[src/rtl/cpu_pkg.sv]
// Shared eBPF CPU definitions used by the lddw dst-save path.
package cpu_pkg;

  localparam int          REG_ADDR_W    = 4;
  localparam logic [7:0]  LDDW_OPCODE   = 8'h18;
  localparam logic [7:0]  PSEUDO_OPCODE = 8'h00;

  typedef logic [3:0] reg_idx_t;

  typedef enum logic [1:0] {
    IDLE    = 2'd0,
    WAIT_HI = 2'd1,
    WRITE   = 2'd2
  } lddw_state_e;

endpackage

[src/rtl/lddw_assembler.sv]
// Assembles the two lddw slots into one 64-bit register-file write.
// Optional LDDW_ERR_CNT_EN adds a saturating err_cnt output.
//
// state   | meaning
// IDLE    | waiting for an lddw first slot
// WAIT_HI | low imm and dst captured, waiting for the pseudo slot
// WRITE   | holding the 64-bit write request until wr_ready
module lddw_assembler
  import cpu_pkg::*;
#(
  parameter int          DATA_W      = 64,
  parameter int          IMM_W       = 32,
  parameter int          REG_ADDR_W  = 4,
  parameter logic [7:0]  LDDW_OPCODE = 8'h18
) (
  input  logic                  clk,
  input  logic                  rst_n,
  input  logic                  insn_valid,
  output logic                  insn_ready,
  input  logic [7:0]            insn_opcode,
  input  logic [REG_ADDR_W-1:0] insn_dst,
  input  logic [REG_ADDR_W-1:0] insn_src,
  input  logic [IMM_W-1:0]      insn_imm,
  output logic                  wr_valid,
  input  logic                  wr_ready,
  output logic [REG_ADDR_W-1:0] wr_dst,
  output logic [DATA_W-1:0]     wr_data,
  output logic                  busy,
  output logic                  lddw_err
`ifdef LDDW_ERR_CNT_EN
  ,
  output logic [15:0]           err_cnt
`endif
);

  lddw_state_e           state, state_d;
  logic [REG_ADDR_W-1:0] dst_q, dst_d;
  logic [IMM_W-1:0]      lo_q, lo_d;
  logic [REG_ADDR_W-1:0] wr_dst_d;
  logic [DATA_W-1:0]     wr_data_d;
  logic                  err_d;
  logic                  pseudo_ok;

  assign pseudo_ok  = (insn_opcode == PSEUDO_OPCODE) && (insn_dst == '0) && (insn_src == '0);
  assign insn_ready = (state != WRITE);
  assign wr_valid   = (state == WRITE);
  assign busy       = (state != IDLE);

  always_ff @(posedge clk) begin
    if (!rst_n) begin
      state    <= IDLE;
      dst_q    <= '0;
      lo_q     <= '0;
      wr_dst   <= '0;
      wr_data  <= '0;
      lddw_err <= 1'b0;
    end else begin
      state    <= state_d;
      dst_q    <= dst_d;
      lo_q     <= lo_d;
      wr_dst   <= wr_dst_d;
      wr_data  <= wr_data_d;
      lddw_err <= err_d;
    end
  end

  always_comb begin
    state_d   = state;
    dst_d     = dst_q;
    lo_d      = lo_q;
    wr_dst_d  = wr_dst;
    wr_data_d = wr_data;
    err_d     = 1'b0;
    case (state)
      IDLE: begin
        // non-lddw slots are consumed here; the main pipeline executes them
        if (insn_valid && (insn_opcode == LDDW_OPCODE)) begin
          dst_d   = insn_dst;
          lo_d    = insn_imm;
          state_d = WAIT_HI;
        end
      end
      WAIT_HI: begin
        if (insn_valid) begin
          if (pseudo_ok) begin
            wr_dst_d  = dst_q;
            wr_data_d = {insn_imm, lo_q};
            state_d   = WRITE;
          end else if (insn_opcode == LDDW_OPCODE) begin
            // a fresh lddw restarts the pair from this slot
            err_d = 1'b1;
            dst_d = insn_dst;
            lo_d  = insn_imm;
          end else begin
            err_d   = 1'b1;
            dst_d   = '0;
            lo_d    = '0;
            state_d = IDLE;
          end
        end
      end
      WRITE: begin
        if (wr_ready) state_d = IDLE;
      end
      default: state_d = IDLE;
    endcase
  end

`ifdef LDDW_ERR_CNT_EN
  always_ff @(posedge clk) begin
    if (!rst_n) begin
      err_cnt <= '0;
    end else if (err_d && (err_cnt != 16'hFFFF)) begin
      err_cnt <= err_cnt + 16'd1;
    end
  end
`endif

endmodule
[config.mk]
export PLATFORM = sky130hd
export DESIGN_NAME = lddw_assembler
export DESIGN_NICKNAME = d
export VERILOG_FILES = /design/src/rtl/cpu_pkg.sv /design/src/rtl/lddw_assembler.sv
export SDC_FILE = /design/constraint.sdc
export NUM_CORES = 1
export LEC_CHECK = 0
export ABC_AREA = 1
export CAP_MARGIN = 20
export CORE_AREA = 2 2 99 101
export DETAILED_ROUTE_END_ITERATION = 8
export DIE_AREA = 0 0 101 103
export GPL_ROUTABILITY_DRIVEN = 0
export MAX_ROUTING_LAYER = met4
export PLACE_DENSITY = 0.89
export SYNTH_ARGS = -nofsm -noshare
export SYNTH_HDL_FRONTEND = slang
export SYNTH_SLANG_ARGS = --single-unit
[constraint.sdc]
create_clock -name clk -period 1.7 [get_ports clk]
set_input_delay 0.17 -clock clk [delete_from_list [all_inputs] [get_ports clk]]
set_output_delay 0.17 -clock clk [all_outputs]
set_load 0.02 [all_outputs]
## Word level (Yosys, flattened, before mapping)

Index checks and enable logic that the tools add are counted.

| storage, ports and cells | value |
|---|---|
| memory bits (writable) | 0 |
| bits in read-only memories | 0 |
| output and inout bits | 72 |
| flip-flop bits (word level) | 107 |
| latch bits | 0 |
| memories kept | 0 |
| input port bits | 52 |

| operators by class | value |
|---|---|
| equality and inequality tests | 9 |
| $lt $le $gt $ge | 0 |
| reduce and logical (&&, ||, !) cells | 13 |
| add/sub/neg operators | 0 |
| divide/modulo/power cells | 0 |
| multiply operators | 0 |
| shifts and indexed selects | 0 |
| bitwise gates (word level) | 0 |
| multiplexer cells | 17 |

Operators by type and width:

| cell | number |
|---|---|
| 32-bit 2-to-1 mux | 4 |
| 32-bit case mux with 2 select lines | 1 |
| 4-bit 2-to-1 mux | 4 |
| 2-bit 2-to-1 mux | 5 |
| 8-bit by 5-bit == test with 1-bit output (second input constant) | 1 |
| 4-bit logical NOT | 2 |
| 8-bit logical NOT | 1 |
| 2-bit inequality test (second input constant) | 4 |
| 4-bit case mux with 2 select lines | 1 |
| 4-bit AND reduction | 2 |
| 2-bit case mux with 3 select lines | 1 |
| 3-bit AND reduction | 2 |
| 2-bit nonzero test | 2 |
| 1-bit logical AND | 3 |
| 3-bit inequality test (second input constant) | 1 |
| 2-bit by 1-bit == test with 1-bit output (second input constant) | 1 |
| 2-bit == test (second input constant) | 1 |
| 2-bit logical NOT | 1 |
| 2-bit by 1-bit inequality test with 1-bit output (second input constant) | 1 |
| 1-bit 2-to-1 mux | 1 |

## Longest topological paths before layout

| logic depth | value |
|---|---|
| word-level depth | 6 |
| depth in mapped cells | 11 |
| mapped depth without buffers | 10 |

## Worst setup path after synthesis

No wires, ideal clock.

| path | value |
|---|---|
| path type | flip-flop to flip-flop |
| start point | register state[1] |
| end point | register lo_q[14] |
| required time | 1.584 ns |
| stages on the path, launching flop included | 8 |
| data arrival time | 1.306 ns |
| clock period less this slack | 1.422 ns |
| buffers on the path | 1 |
| slack | 0.278 ns |
| library setup time | 0.116 ns |
| path through | dfxtp_1 > nor2_1 > inv_1 > nand2_4 > buf_2 > nand3_1 > nand2_1 > nor2_2 |

| on the way | value |
|---|---|
| longest elaborated chain between the ends | 3 |

Ends and longest elaborated chain:

| item | RTL line | RTL |
|---|---|---|
| start: declaration | lddw_assembler.sv:36 | `lddw_state_e state, state_d;` |
| start signal: assignment | lddw_assembler.sv:58 | `state <= state_d;` |
| 2-bit by 1-bit == test with 1-bit output / 2-bit logical NOT (equally long branches) | lddw_assembler.sv:74 | `case (state)` |
| 2-bit inequality test (no line) / 2-bit nonzero test (equally long branches) | -- |  |
| 4-bit AND reduction (no line) | -- |  |
| end signal: assignment | lddw_assembler.sv:60 | `lo_q <= lo_d;` |
| end: declaration | lddw_assembler.sv:38 | `logic [IMM_W-1:0] lo_q, lo_d;` |

Several ways; a longest one is shown, not always the timed one.
A chain may end at the register's enable or synchronous reset.

## Final worst setup path

| path | value |
|---|---|
| start point | register wr_data[23] |
| end point | output port wr_data[23] |

RTL lines:

| item | RTL line | RTL |
|---|---|---|
| start: declaration | lddw_assembler.sv:27 | `output logic [DATA_W-1:0] wr_data,` |
| start signal: assignment | lddw_assembler.sv:62 | `wr_data <= wr_data_d;` |

No word-level cell between the ends.

==> flow_summary_export.csv <==
group,metric,value,unit
status,status,"finished clean",
timing,slew_viol_final,0,
timing,setup_ws,161.8,ps
logic_synthesis,synth_xor_area_frac,0,
clock_network,htree_levels,3,
logic_synthesis,seq_area_frac_synth,0.4974,
clock_network,cts_buffers,9,
placed_design,placed_cells,818,
hold_path,hold_path.class,"input pin to register",
final_layout,final_cell_mix,"199 x nor2_1, 119 x clkdlybuf4s50_1, 107 x dfxtp_1",
placed_design,pre_cts_slack,-115.7,ps
die,io_pins,124,
timing,setup-violations-final,0,
critical_path,path_class,"register to output port",
die,die_h,103,um
critical_path,cpPeakStageDelay,620,ps
logic_synthesis,ys_warn_count,0,
timing,fmax,0.6501,GHz
final_layout,multi_input_area,1841,um^2
final_layout,final_common_cell,"nor2_1",
clock_network,clockBufferDepth,2,
final_layout,drive_gt1_frac,0.07232,
detailed_routing,wl_per_cell,13.11,um
critical_path,cp-end-kind,"output port",
final_layout,nets,767,
logic_synthesis,syn-num-nets,651,
global_routing,grt_util_all_layers,0.2187,
detailed_routing,drtIter0Drc,392,
detailed_routing,wirelength,10.92,mm
final_layout,synthToLayoutAreaGrowth,37.74,%
die,fp-row-count,36,
die,die_w,101,um
critical_path,path_max_fanout,2,
final_layout,fillCellCount,800,
detailed_routing,drc,0,
clock_network,cts_tree,"built",
global_routing,overflow,0,
pwr,p_switching,1.182,mW
flow_run,maxCapViolations,0,
logic_synthesis,syn_avg_cell_area,7.190,um^2
pwr,combPwrFrac,0.127,
critical_path,crit_start,"wr_data[23]",
placed_design,placed_area,5736,um^2
pwr,switching_share,0.2474,
critical_path,rr_startpoint,"state[0]",
logic_synthesis,synth_simple_gate_area_frac,0.3103,
clock_network,clock_sinks,107,
clock_network,clk_pin_slew,100,ps
detailed_routing,dr.pass1.iters,6,
critical_path,cp.required,1530,ps
logic_synthesis,synth_top_family_by_area,"simple AND/OR/NAND/NOR gates",
die,die_area,10400,um^2
placed_design,dp_hpwl,7.943,mm
die,core_area,9459,um^2
logic_synthesis,syn_inst,599,
detailed_routing,viasPerCell,5.017,
final_layout,final_cell_count_no_fill,833,
detailed_routing,final_antenna_net_count,0,
logic_synthesis,synth_fa_ha_area_frac,0,
detailed_routing,dr_total_vias,4179,
pwr,power.clock.fraction,0.332,
pwr,powerDensity,805.8,nW/um^2
critical_path,critPathBufInv,1,
timing,final.period_utilization,0.9048,
pwr,internal_power,3.598,mW
critical_path,cpLargestDelayFamily,"buffers and inverters",
final_layout,antenna_cells,0,
timing,fin_setup_tns,0,ps
logic_synthesis,muxShareOfSynthArea,0,
placed_design,port_buffers,123,
timing,fin_skew,8.524,ps
timing,grt_setup_unrepaired,"no",
timing,min_period,1538,ps
critical_path,slowest_stage,"clkdlybuf4s50_1",
global_routing,grt_first_pass_wirelength,17.78,mm
final_layout,final_cell_area,5932,um^2
critical_path,critPathArrivalTime,1370,ps
logic_synthesis,ys_ff_latch,107,
global_routing,grt_pass1_vias,3961,
hold_path,hp-start,"rst_n",
logic_synthesis,synth_compound_area_frac,0.1171,
pwr,p_leak,2.394,nW
pwr,power_frac_seq,0.541,
critical_path,r2r_setup_slack,210,ps
critical_path,crit_chain,"clkdlybuf4s50_1",
timing,hold_violations,0,
pwr,irDropWorstVdd,0.0003816,V
logic_synthesis,synth_area,4307,um^2
critical_path,cp-start-kind,"register",
clock_network,clk_latency,360,ps
final_layout,seqCellArea,2142,um^2
timing,worst_pin_slew,402.2,ps
final_layout,final_core_util,0.6271,
logic_synthesis,ys_types,21,
global_routing,grt_max_degree,108,
timing,slew_headroom,0.7319,
clock_network,cts_root_buf,"clkbuf_8",
global_routing,antenna_found_initial,0,
die,start_util,0.4553,
synth_stat cells:
library cell / count / share of area
clkbuf_1: 14 / 0.012
nand3_1: 27 / 0.031
nand2_4: 2 / 0.0052
nand3b_1: 1 / 0.0017
buf_4: 3 / 0.0052
dfxtp_1: 107 / 0.50
a21oi_1: 27 / 0.031
nand4_1: 1 / 0.0015
inv_1: 25 / 0.022
nor2_4: 2 / 0.0052
nand2_1: 88 / 0.077
nor2_1: 199 / 0.17
o21ai_1: 4 / 0.0046
inv_2: 2 / 0.0017
nand4_4: 1 / 0.0049
a21oi_4: 1 / 0.0038
buf_2: 16 / 0.019
o21ai_0: 65 / 0.076
buf_6: 6 / 0.016
a21boi_0: 1 / 0.0017
nor2_2: 7 / 0.010
through the flow:
step	hold WS [ps]	total power [mW]
final	301.0	4.780
after global routing	355.1	4.962
after CTS	314.6	4.787
after detailed placement	469.5	3.248
after global placement	458.8	3.228
after floorplan	289.2	2.980
sequential cells by signal, indices dropped and copies added, names as in the netlist:
register	count
dst_q	4
lddw_err	1
lo_q	32
state	2
wr_data	64
wr_dst	4
final cells by class:
class                      count  area share
sequential                   107      0.3611
inverter                      27     0.01708
clock inverter                 4    0.008226
tap                          114     0.02405
clock buffer                  11     0.02552
multi-input combinational    426      0.3103
timing repair buffer         144      0.2537
worst paths after layout:
kind	to	cells past startpoint
setup / recovery	wr_data[23]	1
setup reg to reg	wr_data[10]	6
hold reg to reg	wr_dst[3]	2
hold / removal	lddw_err	4
power by group through the flow:
stage	combinational, mW	clock (mW)	sequential (mW)
finish	0.607	1.59	2.59
global route	0.674	1.69	2.59
global placement	0.587	0	2.64
floorplan	0.345	0	2.63
CTS	0.605	1.60	2.59
detailed placement	0.604	0	2.64
worst reg2reg max path: stages, from the launching register on:
cell and delay [ps]:
dfxtp_1 390, nand2_1 140, inv_1 160, nand4_4 150, buf_12 200, o21ai_0 260, nor2_1 70
routing by layer:
metal  GRT usage  part of all wire
met1      0.2732              0.44
met3     0.03322             0.056
met2      0.3595              0.48
met5           -                 0
met4     0.08316             0.021
cells by family after synthesis:
family	Yosys count
simple gates	328
compound gates	98
flops	107
buf+inv	66
repair_timing:
item,CTS,global route
setup endpoints to repair,3,0
hold buffers,0,0
gates resized for setup,3,0
setup buffers,0,0
hold endpoints to repair,0,0
No activity file was read; power rests on OpenSTA's default activity.
